===== src/rtl/reset_seq_pkg.sv =====
// Shared types and sizing helpers for the SoC reset sequencer.
package reset_seq_pkg;

  typedef enum logic [1:0] {
    HOLD    = 2'd0,
    STRETCH = 2'd1,
    RELEASE = 2'd2,
    RUN     = 2'd3
  } seq_state_e;

  typedef enum logic [1:0] {
    CAUSE_POR = 2'd0,
    CAUSE_BTN = 2'd1,
    CAUSE_PLL = 2'd2,
    CAUSE_SW  = 2'd3
  } cause_e;

  // Width of a counter that must reach the largest of the three cycle targets.
  function automatic int cnt_width(input int a, input int b, input int c);
    int m;
    m = (a > b) ? a : b;
    m = (m > c) ? m : c;
    return $clog2(m + 1);
  endfunction

endpackage


===== src/rtl/reset_sequencer_debounce.sv =====
// Level debouncer: the output follows the input only after CYCLES
// consecutive cycles of disagreement; any agreeing cycle restarts the count.
module debounce_filter
  import reset_seq_pkg::*;
#(
  parameter int CYCLES = 65535
) (
  input  logic clk,
  input  logic resetn,
  input  logic din,
  output logic dout
);

  localparam int CW = $clog2(CYCLES + 1);
  localparam logic [CW-1:0] CNT_LAST = CW'(CYCLES - 1);

  logic [CW-1:0] cnt_reg;
  logic          dout_reg;

  // Resting level is "released" so a held button at power-up still needs a full debounce.
  always_ff @(posedge clk or negedge resetn) begin
    if (!resetn) begin
      cnt_reg  <= '0;
      dout_reg <= 1'b1;
    end else if (din == dout_reg) begin
      cnt_reg <= '0;
    end else if (cnt_reg == CNT_LAST) begin
      cnt_reg  <= '0;
      dout_reg <= din;
    end else begin
      cnt_reg <= cnt_reg + 1'b1;
    end
  end

  assign dout = dout_reg;

endmodule


===== src/rtl/reset_sequencer.sv =====
// SoC reset controller: holds all domains in reset until PLLs lock and the
// button is released, stretches, then releases domains one by one in index order.
module reset_sequencer
  import reset_seq_pkg::*;
#(
  parameter int NUM_DOMAINS     = 4,
  parameter int NUM_LOCKS       = 1,
  parameter int SYNC_STAGES     = 2,
  parameter int DEBOUNCE_CYCLES = 65535,
  parameter int STRETCH_CYCLES  = 16,
  parameter int STAGGER_CYCLES  = 8
) (
  input  logic                   clk,
  input  logic                   resetn,
  input  logic                   btn_n,
  input  logic [NUM_LOCKS-1:0]   pll_lock,
  input  logic                   sw_rst_req,
  output logic [NUM_DOMAINS-1:0] rst_out,
  output logic                   sys_ready,
  output logic [1:0]             rst_cause
);

  localparam int CNT_W = cnt_width(DEBOUNCE_CYCLES, STRETCH_CYCLES, STAGGER_CYCLES);
  localparam int IDX_W = (NUM_DOMAINS > 1) ? $clog2(NUM_DOMAINS) : 1;
  localparam logic [CNT_W-1:0] STRETCH_LAST = CNT_W'(STRETCH_CYCLES - 1);
  localparam logic [CNT_W-1:0] STAGGER_LAST = CNT_W'(STAGGER_CYCLES - 1);
  localparam logic [IDX_W-1:0] IDX_LAST     = IDX_W'(NUM_DOMAINS - 1);
  // Bit 0 is the button (idles high); the lock bits idle low so we wait for real lock.
  localparam logic [NUM_LOCKS:0] SYNC_INIT  = {{NUM_LOCKS{1'b0}}, 1'b1};

  logic [NUM_LOCKS:0] raw_in;
  logic [NUM_LOCKS:0] sync_in;
  logic               btn_db;
  logic               all_locked;
  logic               abort_evt;

  assign raw_in = {pll_lock, btn_n};

  for (genvar gi = 0; gi <= NUM_LOCKS; gi++) begin : g_sync
    logic [SYNC_STAGES-1:0] chain_reg;

    always_ff @(posedge clk or negedge resetn) begin
      if (!resetn) begin
        chain_reg <= {SYNC_STAGES{SYNC_INIT[gi]}};
      end else begin
        chain_reg <= {chain_reg[SYNC_STAGES-2:0], raw_in[gi]};
      end
    end

    assign sync_in[gi] = chain_reg[SYNC_STAGES-1];
  end

  debounce_filter #(
    .CYCLES (DEBOUNCE_CYCLES)
  ) u_btn_debounce (
    .clk    (clk),
    .resetn (resetn),
    .din    (sync_in[0]),
    .dout   (btn_db)
  );

  assign all_locked = &sync_in[NUM_LOCKS:1];
  assign abort_evt  = ~all_locked | ~btn_db | sw_rst_req;

  seq_state_e             state_reg, state_next;
  logic [CNT_W-1:0]       cnt_reg, cnt_next;
  logic [IDX_W-1:0]       idx_reg, idx_next;
  logic [NUM_DOMAINS-1:0] rst_out_reg, rst_next;
  cause_e                 cause_reg, cause_next;

  always_ff @(posedge clk or negedge resetn) begin
    if (!resetn) begin
      state_reg   <= HOLD;
      cnt_reg     <= '0;
      idx_reg     <= '0;
      rst_out_reg <= '1;
      cause_reg   <= CAUSE_POR;
    end else begin
      state_reg   <= state_next;
      cnt_reg     <= cnt_next;
      idx_reg     <= idx_next;
      rst_out_reg <= rst_next;
      cause_reg   <= cause_next;
    end
  end

  always_comb begin
    state_next = state_reg;
    cnt_next   = cnt_reg;
    idx_next   = idx_reg;
    rst_next   = rst_out_reg;
    cause_next = cause_reg;

    unique case (state_reg)
      HOLD: begin
        rst_next = '1;
        cnt_next = '0;
        idx_next = '0;
        if (all_locked && btn_db && !sw_rst_req) begin
          state_next = STRETCH;
        end
      end
      STRETCH: begin
        if (cnt_reg == STRETCH_LAST) begin
          // Domain 0 leaves reset on the very edge that enters RELEASE.
          cnt_next    = '0;
          rst_next[0] = 1'b0;
          idx_next    = IDX_W'(1);
          state_next  = (NUM_DOMAINS == 1) ? RUN : RELEASE;
        end else begin
          cnt_next = cnt_reg + 1'b1;
        end
      end
      RELEASE: begin
        if (cnt_reg == STAGGER_LAST) begin
          cnt_next          = '0;
          rst_next[idx_reg] = 1'b0;
          if (idx_reg == IDX_LAST) begin
            state_next = RUN;
          end else begin
            idx_next = idx_reg + 1'b1;
          end
        end else begin
          cnt_next = cnt_reg + 1'b1;
        end
      end
      RUN: begin
        rst_next = '0;
      end
      default: begin
        state_next = HOLD;
        rst_next   = '1;
      end
    endcase

    // Aborts outrank sequencing; PLL loss is the most fundamental cause, software the least.
    if (state_reg != HOLD && abort_evt) begin
      state_next = HOLD;
      rst_next   = '1;
      cnt_next   = '0;
      idx_next   = '0;
      if (!all_locked) begin
        cause_next = CAUSE_PLL;
      end else if (!btn_db) begin
        cause_next = CAUSE_BTN;
      end else begin
        cause_next = CAUSE_SW;
      end
    end
  end

  assign rst_out   = rst_out_reg;
  assign sys_ready = ~|rst_out_reg;
  assign rst_cause = cause_reg;

endmodule


===== config.mk =====
export PLATFORM = sky130hd
export DESIGN_NAME = reset_sequencer
export DESIGN_NICKNAME = d
export VERILOG_FILES = /design/src/rtl/reset_seq_pkg.sv /design/src/rtl/reset_sequencer_debounce.sv /design/src/rtl/reset_sequencer.sv
export SDC_FILE = /design/constraint.sdc
export NUM_CORES = 1
export LEC_CHECK = 0
export CORE_MARGIN = 2
export CORE_UTILIZATION = 50
export DETAILED_ROUTE_END_ITERATION = 6
export PLACE_DENSITY = 0.74
export SLEW_MARGIN = 30
export SYNTH_ARGS = -nofsm -noshare
export SYNTH_HDL_FRONTEND = slang
export SYNTH_HIERARCHICAL = 1
export SYNTH_SLANG_ARGS = --single-unit
export TNS_END_PERCENT = 5

===== constraint.sdc =====
create_clock -name clk -period 3.1 [get_ports clk]
set_clock_uncertainty 0.1 [all_clocks]
set_input_delay 0.93 -clock clk [delete_from_list [all_inputs] [get_ports clk]]
set_output_delay 0.93 -clock clk [all_outputs]
set_load 0.05 [all_outputs]

==> results.cfg, run 1 <==
[clocking]
ctsResizeCount = 0
path_clk_slew_ps = 100
post_cts_buffers = 0
htreeDepth = 2
cts_root_buf = clkbuf_8
cts_made_buffers = 5
cts_sinks = 47
cts_tree = done
ctsHoldBuffers = 0
clock_latency_ps = 310
clockBufferDepth = 2

[run]
max-cap-violations = 0

[placed_design]
hpwlAfterDp_um = 4260
place_congestion = 0.901
portBuffers = 11
dp_slack_ps = 323
placed_cells_incl_taps = 361

[drt]
antenna_left = 0
drt-vias-per-instance = 5.98
wl_per_cell_um = 15.8
wirelength_um = 5840
num_vias = 2206
firstDrtPassIters = 4
drt_iter0_drc = 125
drc = 0

[global_route]
grt_pass1_vias = 2177
grt_pass1_wl_um = 10100
grt_antenna_before_repair = 0
grt_max_degree = 21
grt.total_usage_pct = 20.7
grt_overflow = 0

[sta]
slew_headroom_pct = 45.3
drv_slew = 0
finalHoldViolCount = 0
fin_crit_ps = 2840
setup_tns_ps = 0
rsz0062_at_grt = no
setup_viol = 0
tightest_slew_ps = 821
fin_ws_ps = 256
timing.fmax_ghz = 0.352
fin_crit_sh_pct = 91.7

[logic_synthesis]
postSynth.asyncResetShare_pct = 100
synth_edf_count = 0
synth_seq_cells = 47
syn_avg_cell_area_um2 = 9.76
yosysTopAreaCellShare_pct = 35.5
synth-warning-count = 6
syn_area_mm2 = 0.00282
synth_cell_types = 64
synth_seq_area_share_pct = 42.0
syn-num-nets = 305
synth_top_cell_by_area = dfrtp_1
synthFlopType = dfrtp_1
ys_top_cells_by_area = dfrtp_1 35%, dfstp_2 6.5%, ha_1 4.9%, xnor2_1 3.7%, nand2_1 3.6%
synth_cells = 289

[layout]
n_antenna_cell = 0
fill_cells = 502
nets = 312
multi_input_area_mm2 = 0.00148
drive_gt1_share_pct = 15.8
syn2layout_area_growth_pct = 7.67
stdcell_count = 369
seq_area_mm2 = 0.00118

[worst_setup_path]
slowest_stage = clkdlybuf4s50_1
critPathLaunchType = register
cp-end-kind = output port
cp.required_ps = 2070
path_cells = nor4_1, clkdlybuf4s50_1
arrival_ps = 1810
worstSetupPathType = register to output port
max_stage_delay_ps = 840
crit_fanout = 4

[die]
dieArea_mm2 = 0.00626
start_util_pct = 51.6
die_w_um = 79.1
core-area_mm2 = 0.00547
ios = 12
die_y_um = 79.1
rows = 27

[worst_hold_path]
hold_class = register to register

[pwr]
p_leak_nw = 1.24
p_per_area_mw_per_mm2 = 349
max-vdd-ir-drop_v = 0.000257

[run_status]
status = finished, final reports clean
==> worst max-delay path, delay by kind of cell, from the launching register on <==
kind                   cells  cell delay (ps)
buffers and inverters      1              840
DFF                        1              400
and+or+nand+nor            1              260
==> layer usage <==
layer,wire [um],share of wire [%],global-route usage (%)
met1,2720,47,27.5
met2,2810,48,33.7
met3,221,3.8,3.64
met4,93,1.6,7.76
met5,0,0,0
==> Yosys cell counts (all sizes together), types with 5 or more instances <==
| cell | n |
|---|---|
| o21ai | 6 |
| nand3 | 17 |
| nor3 | 11 |
| nand4 | 15 |
| buf | 13 |
| and3 | 7 |
| nor2 | 32 |
| nand2 | 27 |
| ha | 11 |
| o211ai | 7 |
| a21oi | 5 |
| inv | 13 |
| dfstp | 7 |
| xnor2 | 12 |
| a31oi | 5 |
| nor4 | 8 |
| dfrtp | 40 |
==> power by group <==
part           total (mW)  leakage [nW]  internal (mW)  switching (mW)
clock network       0.404        0.0474          0.182           0.222
logic              0.0306         0.574         0.0102          0.0204
registers           0.626         0.620          0.620         0.00587
total                1.06          1.24          0.812           0.248
==> final cells by class <==
type	count	share of cell area, %
Multi-Input combinational cell	214	48.7
Sequential cell	47	39.0
Timing Repair Buffer	15	4.45
Tap cell	72	2.97
Clock buffer	6	2.72
Inverter	13	1.61
Clock inverter	2	0.535
==> cells in the final DEF (no fill, tap or decap), types with 3 or more instances in the layout <==
cell type / synthesis / routed
dfrtp_1: 40 / 40
nand2_1: 27 / 27
nor2_1: 21 / 21
nand3_1: 17 / 17
inv_1: 13 / 13
nand4_1: 12 / 12
xnor2_1: 12 / 12
nor3_1: 11 / 11
nor2_2: 11 / 11
ha_1: 11 / 11
clkdlybuf4s50_1: 0 / 10
and3_1: 7 / 7
dfstp_2: 7 / 7
nor4_1: 6 / 6
o211ai_1: 6 / 6
clkbuf_8: 0 / 6
a31oi_1: 5 / 5
a21oi_1: 4 / 4
buf_4: 3 / 4
o311ai_1: 3 / 3
and4_1: 3 / 3
nand2b_1: 3 / 3
o21ai_0: 3 / 3
a221o_1: 3 / 3
xor2_1: 3 / 3
==> cell families (layout without fill, tap and decap cells) <==
kind of cell / Yosys count / after routing / share of synthesized area (%)
AO/OA/AOI/OAI: 48 / 48 / 13.9
XOR/XNOR: 15 / 15 / 4.66
adder cells (fa/ha/maj): 11 / 11 / 4.88
buffers and inverters: 28 / 36 / 5.54
flip-flops: 47 / 47 / 42.0
multiplexers: 3 / 3 / 1.29
AND/OR/NAND/NOR: 137 / 137 / 27.8
==> stage by stage <==
stage	power, mW	hold WS [ps]	cell area, um^2	util, %
2_1_floorplan	0.651	231	2820	-
3_3_place_gp	0.668	232	2940	53.7
3_5_place_dp	0.670	253	2940	53.7
4_1_cts	1.07	262	3040	55.5
5_1_grt	1.10	270	3040	55.5
6_report	1.06	260	3040	55.5
==> final timing paths <==
check	startpoint	endpoint	slack (ps)	cells after the start
worst min register to register	g_sync[0].chain_reg[0]	g_sync[0].chain_reg[1]	260	0
max in group asynchronous	resetn	g_sync[0].chain_reg[1]	1800	2
min in group asynchronous	resetn	cnt_reg[15]	450	1
worst max-delay path	rst_out[2]	sys_ready	260	2
worst max register to register	state_reg[0]	cnt_reg[12]	780	6
worst min-delay path	g_sync[0].chain_reg[0]	g_sync[0].chain_reg[1]	260	0
No activity file was read; power rests on OpenSTA's default activity.
==> run 2, diff against run 1 <==
Settings changed: ABC_CLOCK_PERIOD_IN_PS set to 3100, CELL_PAD_IN_SITES_DETAIL_PLACEMENT set to 0, CELL_PAD_IN_SITES_GLOBAL_PLACEMENT set to 1, PLACE_DENSITY 0.74 to 0.89, SKIP_CTS_REPAIR_TIMING set to 1.
==> run 2 against run 1 <==
Against the previous run: largest cell class unchanged; design area shrank 0.29%; sequential share of layout area grew 0.11 points; non-clock buffer count shrank 1; wire length grew 2.4%; critical path depth is the same; highest routed layer unchanged.
==> results.cfg, run 2 (same netlist as run 1, synthesis figures left out) <==
[run_status]
status = finished, final reports clean

[sta]
fin_ws_ps = 279
setup_tns_ps = 0
tightest_slew_ps = 814
setup_viol = 0
timing.fmax_ghz = 0.354
rsz0062_at_grt = no
fin_crit_sh_pct = 91.0
slew_headroom_pct = 45.7
finalHoldViolCount = 0
fin_crit_ps = 2820
drv_slew = 0

[die]
start_util_pct = 51.6
die_w_um = 79.1
core-area_mm2 = 0.00547
rows = 27
ios = 12
die_y_um = 79.1
dieArea_mm2 = 0.00626

[pwr]
power.total_mw = 1.03
p_leak_nw = 1.23
p_per_area_mw_per_mm2 = 339
max-vdd-ir-drop_v = 0.000152

[layout]
drive_gt1_share_pct = 15.2
mostFrequentLayoutCells = 40 x dfrtp_1, 27 x nand2_1, 21 x nor2_1
syn2layout_area_growth_pct = 7.36
post-route-util_pct = 55.3
n_antenna_cell = 0
nets = 311
layout_commonest_cell = dfrtp_1

[clocking]
path_clk_slew_ps = 90
htreeDepth = 2
clock_latency_ps = 310
cts_root_buf = clkbuf_8
cts_sinks = 47
clockBufferDepth = 2
cts_tree = done
cts_made_buffers = 5

[worst_setup_path]
max_stage_delay_ps = 840
path_cells = nor4_1, clkdlybuf4s50_1
cp-end-kind = output port
arrival_ps = 1790
crit_fanout = 4
worstSetupPathType = register to output port
critPathLaunchType = register
cp.required_ps = 2070
slowest_stage = clkdlybuf4s50_1

[worst_hold_path]
hold_class = register to register

[global_route]
grt_pass1_wl_um = 10500
grt_most_used_layer = met2
grtUsageMet1_pct = 30.4
grt_util_met2_pct = 32.3
grtUsageMet3_pct = 3.07
grt.total_usage_pct = 21.1
grt_max_degree = 48
grt_antenna_before_repair = 0
grt_pass1_vias = 2139
grt_overflow = 0

[placed_design]
dp_slack_ps = 390
hpwlAfterDp_um = 4210
portBuffers = 11
place_congestion = 0.846

[drt]
firstDrtPassIters = 4
drt_iter0_drc = 124
num_vias = 2181
wl_per_cell_um = 16.3
drc = 0
wirelength_um = 5980
antenna_left = 0
drt-vias-per-instance = 5.93

[run]
max-cap-violations = 0
## run 2: worst max-delay path: cells and delay by family, from the launching register on
family / cells / cell delay [ps]
buf+inv: 1 / 840
flops: 1 / 390
simple gates: 1 / 250
## run 2: path summary, 6_finish.rpt
kind,from,end,slack (ps),cells after the start
max,rst_out[2],sys_ready,280,2
min,g_sync[1].chain_reg[0],g_sync[1].chain_reg[1],260,0
max reg2reg,state_reg[0],state_reg[0],780,6
min reg2reg,g_sync[1].chain_reg[0],g_sync[1].chain_reg[1],260,0
max in group asynchronous,resetn,rst_out[1],2120,2
min in group asynchronous,resetn,u_btn_debounce/cnt_reg[6],490,2
## run 2: stage by stage
step	cells	instance area [um^2]	hold slack, ps
final	368	3030	257
after global routing	368	3030	266
after CTS	368	3030	259
after detailed placement	360	2940	239
after global placement	360	2940	244
after floorplan	289	2820	231
## run 2: area by class of cell
type / count / area (um^2)
Timing Repair Buffer: 14 / 140
Tap cell: 72 / 90.1
Inverter: 13 / 48.8
Sequential cell: 47 / 1180
Clock buffer: 6 / 72.6
Clock inverter: 2 / 12.5
Multi-Input combinational cell: 214 / 1480
Fill cell: 493 / 2440
## run 2: routing by layer
layer	wire length, um	up-vias
met2	2750	30
met5	0	-
met1	2960	1065
met3	137	13
met4	138	0
li1	-	1073
## run 2: power by group
part / total, mW / switching (mW) / internal [mW]
registers: 0.625 / 0.00548 / 0.620
logic: 0.0315 / 0.0203 / 0.0112
clock network: 0.369 / 0.211 / 0.158
total: 1.03 / 0.237 / 0.789
==> run 3, diff against run 2 <==
Settings changed: CORE_UTILIZATION 50 to 40, PLACE_DENSITY 0.89 to 0.74, SKIP_CTS_REPAIR_TIMING 1 to unset.
==> run 3 against run 2 <==
Against the previous run: sequential share of layout area down 0.82 points; global-route usage down 4.8 points; highest routed layer unchanged; largest cell class unchanged; design area up 2.1%; sequential cell count unchanged; critical endpoint unchanged.
==> results.cfg, run 3 (same netlist as run 1, synthesis figures left out) <==
[die]
rows = 30
start_util_pct = 41.5
ios = 12
core-area_mm2 = 0.00679
die_y_um = 88.0
dieArea_mm2 = 0.00774
die_w_um = 88.0

[pwr]
power.switching_mw = 0.240
pwr-share-clk_pct = 45.0
share_comb_of_total_power_pct = 2.5
pwr-share-seq_pct = 52.5
p_leak_nw = 1.25
p_per_area_mw_per_mm2 = 385
internal_power_mw = 0.952
power.total_mw = 1.19
switching_share_pct = 20.1
max-vdd-ir-drop_v = 0.000144

[layout]
mostFrequentLayoutCells = 40 x dfrtp_1, 27 x nand2_1, 21 x nor2_1
syn2layout_area_growth_pct = 9.67
drive_gt1_share_pct = 15.2
layout_commonest_cell = dfrtp_1
nets = 311
n_antenna_cell = 0

[run]
max-cap-violations = 0

[worst_setup_path]
path_cells = nor4_1, clkdlybuf4s50_1
cp-end-kind = output port
crit_buf_inv = 1
max_stage_delay_ps = 850
cp.required_ps = 2070
cp_top_family = buffers and inverters
critPathLaunchType = register
arrival_ps = 1800
slowest_stage = clkdlybuf4s50_1
crit_fanout = 4
worstSetupPathType = register to output port

[sta]
setup_viol = 0
tightest_slew_ps = 812
timing.fmax_ghz = 0.353
fin_crit_ps = 2830
slew_headroom_pct = 45.9
fin_crit_sh_pct = 91.4
setup_tns_ps = 0
drv_slew = 0
finalHoldViolCount = 0
rsz0062_at_grt = no

[placed_design]
place_congestion = 0.785
hpwlAfterDp_um = 4030
portBuffers = 11

[clocking]
htreeDepth = 2
path_clk_slew_ps = 90
ctsHoldBuffers = 0
cts_made_buffers = 5
cts_tree = done
post_cts_buffers = 0
ctsResizeCount = 0
clockBufferDepth = 2
cts_sinks = 47
cts_root_buf = clkbuf_8
clock_latency_ps = 300

[global_route]
grt_overflow = 0
grt_pass1_vias = 1933
grt_max_degree = 48
grt_antenna_before_repair = 0
grt.total_usage_pct = 16.3
grt_pass1_wl_um = 9920

[drt]
num_vias = 2174
wl_per_cell_um = 15.0
drt_iter0_drc = 114
firstDrtPassIters = 4
wirelength_um = 5870
drc = 0
antenna_left = 0
drt-vias-per-instance = 5.55

[worst_hold_path]
hold_class = register to register

[run_status]
status = finished, final reports clean
run 3: power by group through the flow:
stage	logic, mW	clock network (mW)	registers (mW)
after floorplan	0.0151	0	0.636
after global placement	0.0308	0	0.637
after detailed placement	0.0313	0	0.637
after CTS	0.0314	0.554	0.625
after global routing	0.0344	0.581	0.626
final	0.0299	0.536	0.625
run 3: path summary, 6_finish.rpt:
check / start / end / slack (ps) / depth (start not counted)
min: g_sync[0].chain_reg[0] / g_sync[0].chain_reg[1] / 260 / 0
max: rst_out[2] / sys_ready / 270 / 2
min in group asynchronous: resetn / cnt_reg[0] / 610 / 2
min reg2reg: g_sync[0].chain_reg[0] / g_sync[0].chain_reg[1] / 260 / 0
max reg2reg: state_reg[0] / state_reg[0] / 800 / 6
max in group asynchronous: resetn / cnt_reg[9] / 1870 / 2
run 3: metrics by stage:
stage          worst slack, ps  hold WS, ps  std cells  instance area, um^2  util [%]
5_1_grt                    220          269        392                 3090      45.5
6_report                   267          259        392                 3090      45.5
2_1_floorplan             46.7          231        289                 2820         -
3_3_place_gp               449          234        384                 2960      43.6
3_5_place_dp               434          247        384                 2960      43.6
4_1_cts                    257          261        392                 3090      45.5
run 3: final cells by class:
type	instances	area, um^2
Clock buffer	6	72.6
Clock inverter	2	60.1
Fill cell	655	3700
Inverter	13	48.8
Multi-Input combinational cell	214	1480
Sequential cell	47	1180
Tap cell	96	120
Timing Repair Buffer	14	128
run 3: layer usage:
layer	share of wire [%]	global-route usage, %	vias to the layer above
li1	-	-	1072
met1	52	24.9	1060
met2	43	23.1	36
met3	3.4	2.64	6
met4	1.2	5.31	0
met5	0	0	-
